===== src/rtl/instruction_register_if.sv =====
// Instruction-register bus interface: W-bus capture/drive lines and the
// opcode feed to the control unit. The master side is the controller/bus;
// the slave side is the instruction register itself.
interface instruction_register_if #(
   parameter int unsigned WORD_W = 8,
   parameter int unsigned OP_W   = 4
);
   logic [WORD_W-1:0]      BusIn;
   logic                   IRIn;
   logic                   IROut;
   logic [WORD_W-OP_W-1:0] BusOut;
   logic [OP_W-1:0]        CUIn;

   modport master (
      output BusIn,
      output IRIn,
      output IROut,
      input  BusOut,
      input  CUIn
   );

   modport slave (
      input  BusIn,
      input  IRIn,
      input  IROut,
      output BusOut,
      output CUIn
   );
endinterface


===== src/rtl/instruction_register.sv =====
// Instruction register of the 8-bit SAP computer.
// Captures an instruction word from the W-bus, feeds the opcode nibble to the
// control unit continuously and drives the operand nibble back onto the bus
// when enabled.
// Optional build macro IR_TRISTATE_EN: when defined, BusOut floats (z) while
// IROut=0; otherwise it is driven to zero so several sources can be OR-ed.
module instruction_register #(
   parameter int unsigned WORD_W = 8,
   parameter int unsigned OP_W   = 4
) (
   instruction_register_if.slave irBus,
   input  logic                  clk,
   input  logic                  rst
);
   localparam int unsigned OPND_W = WORD_W - OP_W;

   logic [WORD_W-1:0] irQ;
   logic [WORD_W-1:0] irD;

   // Next state: load from the bus when enabled, otherwise hold.
   always_comb begin
      irD = irQ;
      if (irBus.IRIn) begin
         irD = irBus.BusIn;
      end
   end

   // Instruction word storage; reset clears it without waiting for a clock.
   always_ff @(posedge clk or posedge rst) begin
      if (rst) begin
         irQ <= '0;
      end else begin
         irQ <= irD;
      end
   end

   // Opcode is always visible to the control unit.
   assign irBus.CUIn = irQ[WORD_W-1 -: OP_W];

   // Operand drive: only from the register, so BusIn never reaches BusOut.
   always_comb begin
`ifdef IR_TRISTATE_EN
      irBus.BusOut = 'z;
`else
      irBus.BusOut = '0;
`endif
      if (irBus.IROut) begin
         irBus.BusOut = irQ[OPND_W-1:0];
      end
   end
endmodule


===== src/flat_wrapper.sv =====
// flat-port wrapper written by rule: the top's interface ports become plain ports
module instruction_register_flat 
#(
   parameter int unsigned WORD_W = 8,
   parameter int unsigned OP_W   = 4
)
  (clk, rst, irBus_BusIn, irBus_IRIn, irBus_IROut, irBus_BusOut, irBus_CUIn);
  instruction_register_if #(.WORD_W(WORD_W), .OP_W(OP_W)) irBus_i ();
  input  logic clk;
  input  logic rst;
  input wire logic [$bits(irBus_i.BusIn)-1:0] irBus_BusIn;
  input wire logic [$bits(irBus_i.IRIn)-1:0] irBus_IRIn;
  input wire logic [$bits(irBus_i.IROut)-1:0] irBus_IROut;
  output wire logic [$bits(irBus_i.BusOut)-1:0] irBus_BusOut;
  output wire logic [$bits(irBus_i.CUIn)-1:0] irBus_CUIn;
  assign irBus_i.BusIn = irBus_BusIn;
  assign irBus_i.IRIn = irBus_IRIn;
  assign irBus_i.IROut = irBus_IROut;
  assign irBus_BusOut = irBus_i.BusOut;
  assign irBus_CUIn = irBus_i.CUIn;
  instruction_register #(.WORD_W(WORD_W), .OP_W(OP_W)) u_core (.irBus(irBus_i), .clk(clk), .rst(rst));
endmodule

===== config.mk =====
export PLATFORM = sky130hd
export DESIGN_NAME = instruction_register_flat
export DESIGN_NICKNAME = d
export VERILOG_FILES = /design/src/rtl/instruction_register_if.sv /design/src/rtl/instruction_register.sv /design/src/flat_wrapper.sv
export SDC_FILE = /design/constraint.sdc
export NUM_CORES = 1
export LEC_CHECK = 0
export ABC_AREA = 1
export ABC_CLOCK_PERIOD_IN_PS = 800
export BUFFER_PORTS_ARGS = -buffer_cell sky130_fd_sc_hd__buf_2
export CAP_MARGIN = 20
export CELL_PAD_IN_SITES_DETAIL_PLACEMENT = 2
export CELL_PAD_IN_SITES_GLOBAL_PLACEMENT = 2
export CORE_AREA = 2 2 52 44
export DETAILED_ROUTE_END_ITERATION = 12
export DIE_AREA = 0 0 54 46
export PLACE_DENSITY_LB_ADDON = 0.2
export SETUP_SLACK_MARGIN = 0.5
export SLEW_MARGIN = 25
export SYNTH_ARGS = -nofsm -noshare
export SYNTH_HDL_FRONTEND = slang
export SYNTH_SLANG_ARGS = --single-unit

===== constraint.sdc =====
create_clock -name clk -period 0.8 [get_ports clk]
set_input_delay 0.04 -clock clk [delete_from_list [all_inputs] [get_ports clk]]
set_output_delay 0.04 -clock clk [all_outputs]
set_load 0.01 [all_outputs]

After elaboration in Yosys (flattened, before gate mapping) --
Cells that the tools add are included.
Cells by class: muxes and demuxes 1
Operator list (count):
- 2-to-1 mux 4 bit | 1
Storage, ports and cells: register bits 8, input bits 12, word-level logic and storage cells 2, output and inout port bits 8

Logic depth before layout (Yosys ltp) --
depth after elaboration 1, mapped depth 4

Least setup slack after synthesis --
OpenSTA, ideal clock, no wires.
kind register to register, start reg u_core.irQ[4] (netlist name), end reg u_core.irQ[4], data arrival time 0.445 ns, library setup time 0.116 ns, slack 0.239 ns, buffers on the path 0, cell stages (with the launch flop) 3, clock period less this slack 0.561 ns, cell sequence dfrtp_1 > nand2_1 > nand2_1
RTL lines:
- to (signal assigned) | line instruction_register.sv:33 | irQ <= irD;
- to (decl) | line instruction_register.sv:17 | logic [WORD_W-1:0] irQ;

Worst setup path in the final report --
start reg u_core.irQ[0], end out irBus_BusOut[0]
Between the ends: word-level cells in the longest chain between the ends 1
RTL lines:
- 2-to-1 mux 4 bit | line instruction_register.sv:47 | if (irBus.IROut) begin
- to (decl) | line flat_wrapper.sv:14 | output wire logic [$bits(irBus_i.BusOut)-1:0] irBus_BusOut;
Every way passes these cells.

==> implementation parameters <==
Parameter                              Value

Power
  Total leakage power    about 0.33 nW
  Max VDD drop    roughly 640 uV
  Areal power density over the cells    approximately 1800 mW/mm^2

Synthesis
  Synthesized cell area    369 um^2
  Register bit count reported by yosys    8
  Synthesized netlist cell count    47
  Share of the yosys chip area belonging to registers    between 50% and 60%
  Number of unique standard cell types used by synthesis    6
  Post-synth net total    59
  Count of warnings emitted by yosys    0
  Syn avg cell area    7.85 um^2

STA
  Count of final setup violators    5
  Period Utilization, post-route    111%
  Minimum clock period    0.888 ns
  Slew at the pin closest to its max-slew limit    0.317 ns
  Pins Over Slew Limit    0
  Relative slew slack    about 80%
  Achievable frequency    about 1100 MHz
  Final worst slack    -0.0878 ns
  Final TNS setup    -0.316 ns
  Setup Skew    0 ns
  Worst hold slack    -0.267 ns
  Setup repair after global routing missed its margin    true
  Endpoints failing hold    14

Worst setup path
  Path type of the worst setup path    reg2out
  Endpoint of the worst-slack reg-to-reg timing path    u_core.irQ[0]
  Launch point of the worst reg-to-reg path    u_core.irQ[0]
  Critical Path Fanout Max    2
  Setup slack of the worst register-to-register path    roughly 0.090 ns
  Data required time of the critical path    about 0.76 ns
  Type of destination of the critical path    output port
  Worst Setup EP    irBus_BusOut[0]
  Number of cell instances on the worst register-to-register path    3
  Startpoint class of the critical path    flop
  Critical Path Source    u_core.irQ[0]
  Signal arrival time at the worst endpoint    0.85 ns

Die
  Die width    54 um
  Die footprint    between 0.002 and 0.0025 mm^2
  Die H    between 40 and 50 um
  Core ar.    a little over 0.002 mm^2
  Starting Density    18.2%
  Top-level port count    20
  Row Count    15

GRT
  Initial antenna violation count    0
  Global route overflow    0
  Global-route wire length before repair    ~1.4 mm
  Largest net degree at the start of global routing    10
  GRT Overall Usage    under 10%
  Via count of the first global-routing pass    between 300 and 400

Clocking
  Number of clock buffers inserted by TritonCTS    3
  Htree depth    1
  Clock latency on the worst-skew pair    ~0.25 ns
  Clock root cell    clkbuf_4
  Clock tree buffer depth    2
  CTS tree    yes
  Clock input transition at the sequential cells of the worst setup and hold paths    roughly 0.050 ns
  Clk sinks    8

Flow run
  Max capacitance violation total    0

Layout
  Largest regs    u_core.irQ x8
  Number of flip-flops under the largest register name    8
  FILL cells    264
  Share of layout cells above drive strength 1    44.8%
  Reg with most FFs    u_core.irQ
  Most used cells in the layout excluding fill and tap cells    25 x nand2_1, 18 x buf_2, 8 x dfrtp_1, 4 x inv_1
  Fin nets    81
  Diode insertion count for antenna repair    0
  FF+latch area    roughly 200 um^2
  Post-route non-filler standard cell count    92
  Area occupied by multi-input gates    113 um^2
  Most common cell after layout, fill and taps aside    nand2_1
  Relative area change from synthesis to final layout    40.0%
  Post-Layout Inst Area    between 500 and 600 um^2

Routing
  Iteration-0 DRC Markers    0
  Pre-Repair DR Iteration Count    1
  Via count    approximately 340
  Total detailed-routing wirelength    about 900 um
  DRT antenna net count    0
  Via count normalized by instance count    around 3.7
  DRC violations left    0
  Drt wl/cell    9.63 um

Place
  Final estimated routing congestion in global placement    just under 0.6
  Number of placed cells counting well taps    86
  Instance area at placement    approximately 450 um^2
  Count of input and output buffers    19
  Worst setup slack after placement    about 0.15 ns

Status
  Violations in the final reports    hold timing, setup timing
  Result of the run    finished, violations left

Hold path
  Worst hold path type    in2async
## layer usage
| layer | vias up | GRT usage (%) | wire, um |
|---|---|---|---|
| met2 | 11 | 12.9 | 403 |
| met4 | 0 | 6.00 | 10 |
| met1 | 153 | 9.66 | 412 |
| met5 | - | 0 | 0 |
| met3 | 2 | 4.93 | 60 |
| li1 | 173 | - | - |
## cells in the mapped netlist (all sizes together)
| master | number | area, um^2 |
|---|---|---|
| nand2 | 28 | 105 |
| dfrtp | 8 | 200 |
| inv | 6 | 22.5 |
| buf | 5 | 41.3 |
## repair_timing
item	CTS	global route
endpoints found under the hold margin	16	14
setup endpoints to repair	16	16
buffers inserted	0	3
pin swaps	0	3
resized for setup	0	6
## area by class of cell
type,count,area share (%)
multi-input combinational,28,21.8
clock buffer,3,4.36
inverter,6,4.36
tap,25,6.05
timing repair buffer,22,24.7
sequential,8,38.7
## report_power, final
group	internal, mW	switching (mW)	total, mW
registers	0.441	0.0179	0.459
clock network	0.171	0.129	0.300
logic	0.0841	0.0896	0.174
## cells by family after synthesis
| logic type | synth area share [%] |
|---|---|
| AND/OR/NAND/NOR | 28.5 |
| buffers and inverters | 17.3 |
| flip-flops | 54.2 |
## per-stage QoR
stage          power (mW)  utilization, %  hold slack, ns
2_1_floorplan       0.565               -          -0.144
3_3_place_gp        0.610            22.4          0.0113
3_5_place_dp        0.613            22.4         0.00879
4_1_cts             0.938            23.5          -0.269
5_1_grt              1.02            25.5          -0.255
6_report            0.933            25.5          -0.267
## worst max-delay path, stage by stage, from the launching register on
cell,delay (ns)
dfrtp_1,0.38
nand2_1,0.08
inv_2,0.03
buf_6,0.11
## worst min-delay path by stage
| stage | end | slack [ns] | cells after the start |
|---|---|---|---|
| detailed placement | u_core.irQ[1] | 0.009 | 2 |
| floorplan | u_core.irQ[0] | -0.14 | 1 |
| global placement | u_core.irQ[6] | 0.01 | 2 |
| global route | u_core.irQ[3] | -0.25 | 2 |
| CTS | u_core.irQ[3] | -0.27 | 2 |
| finish | u_core.irQ[3] | -0.27 | 2 |
(Power assumes the default switching activity.)
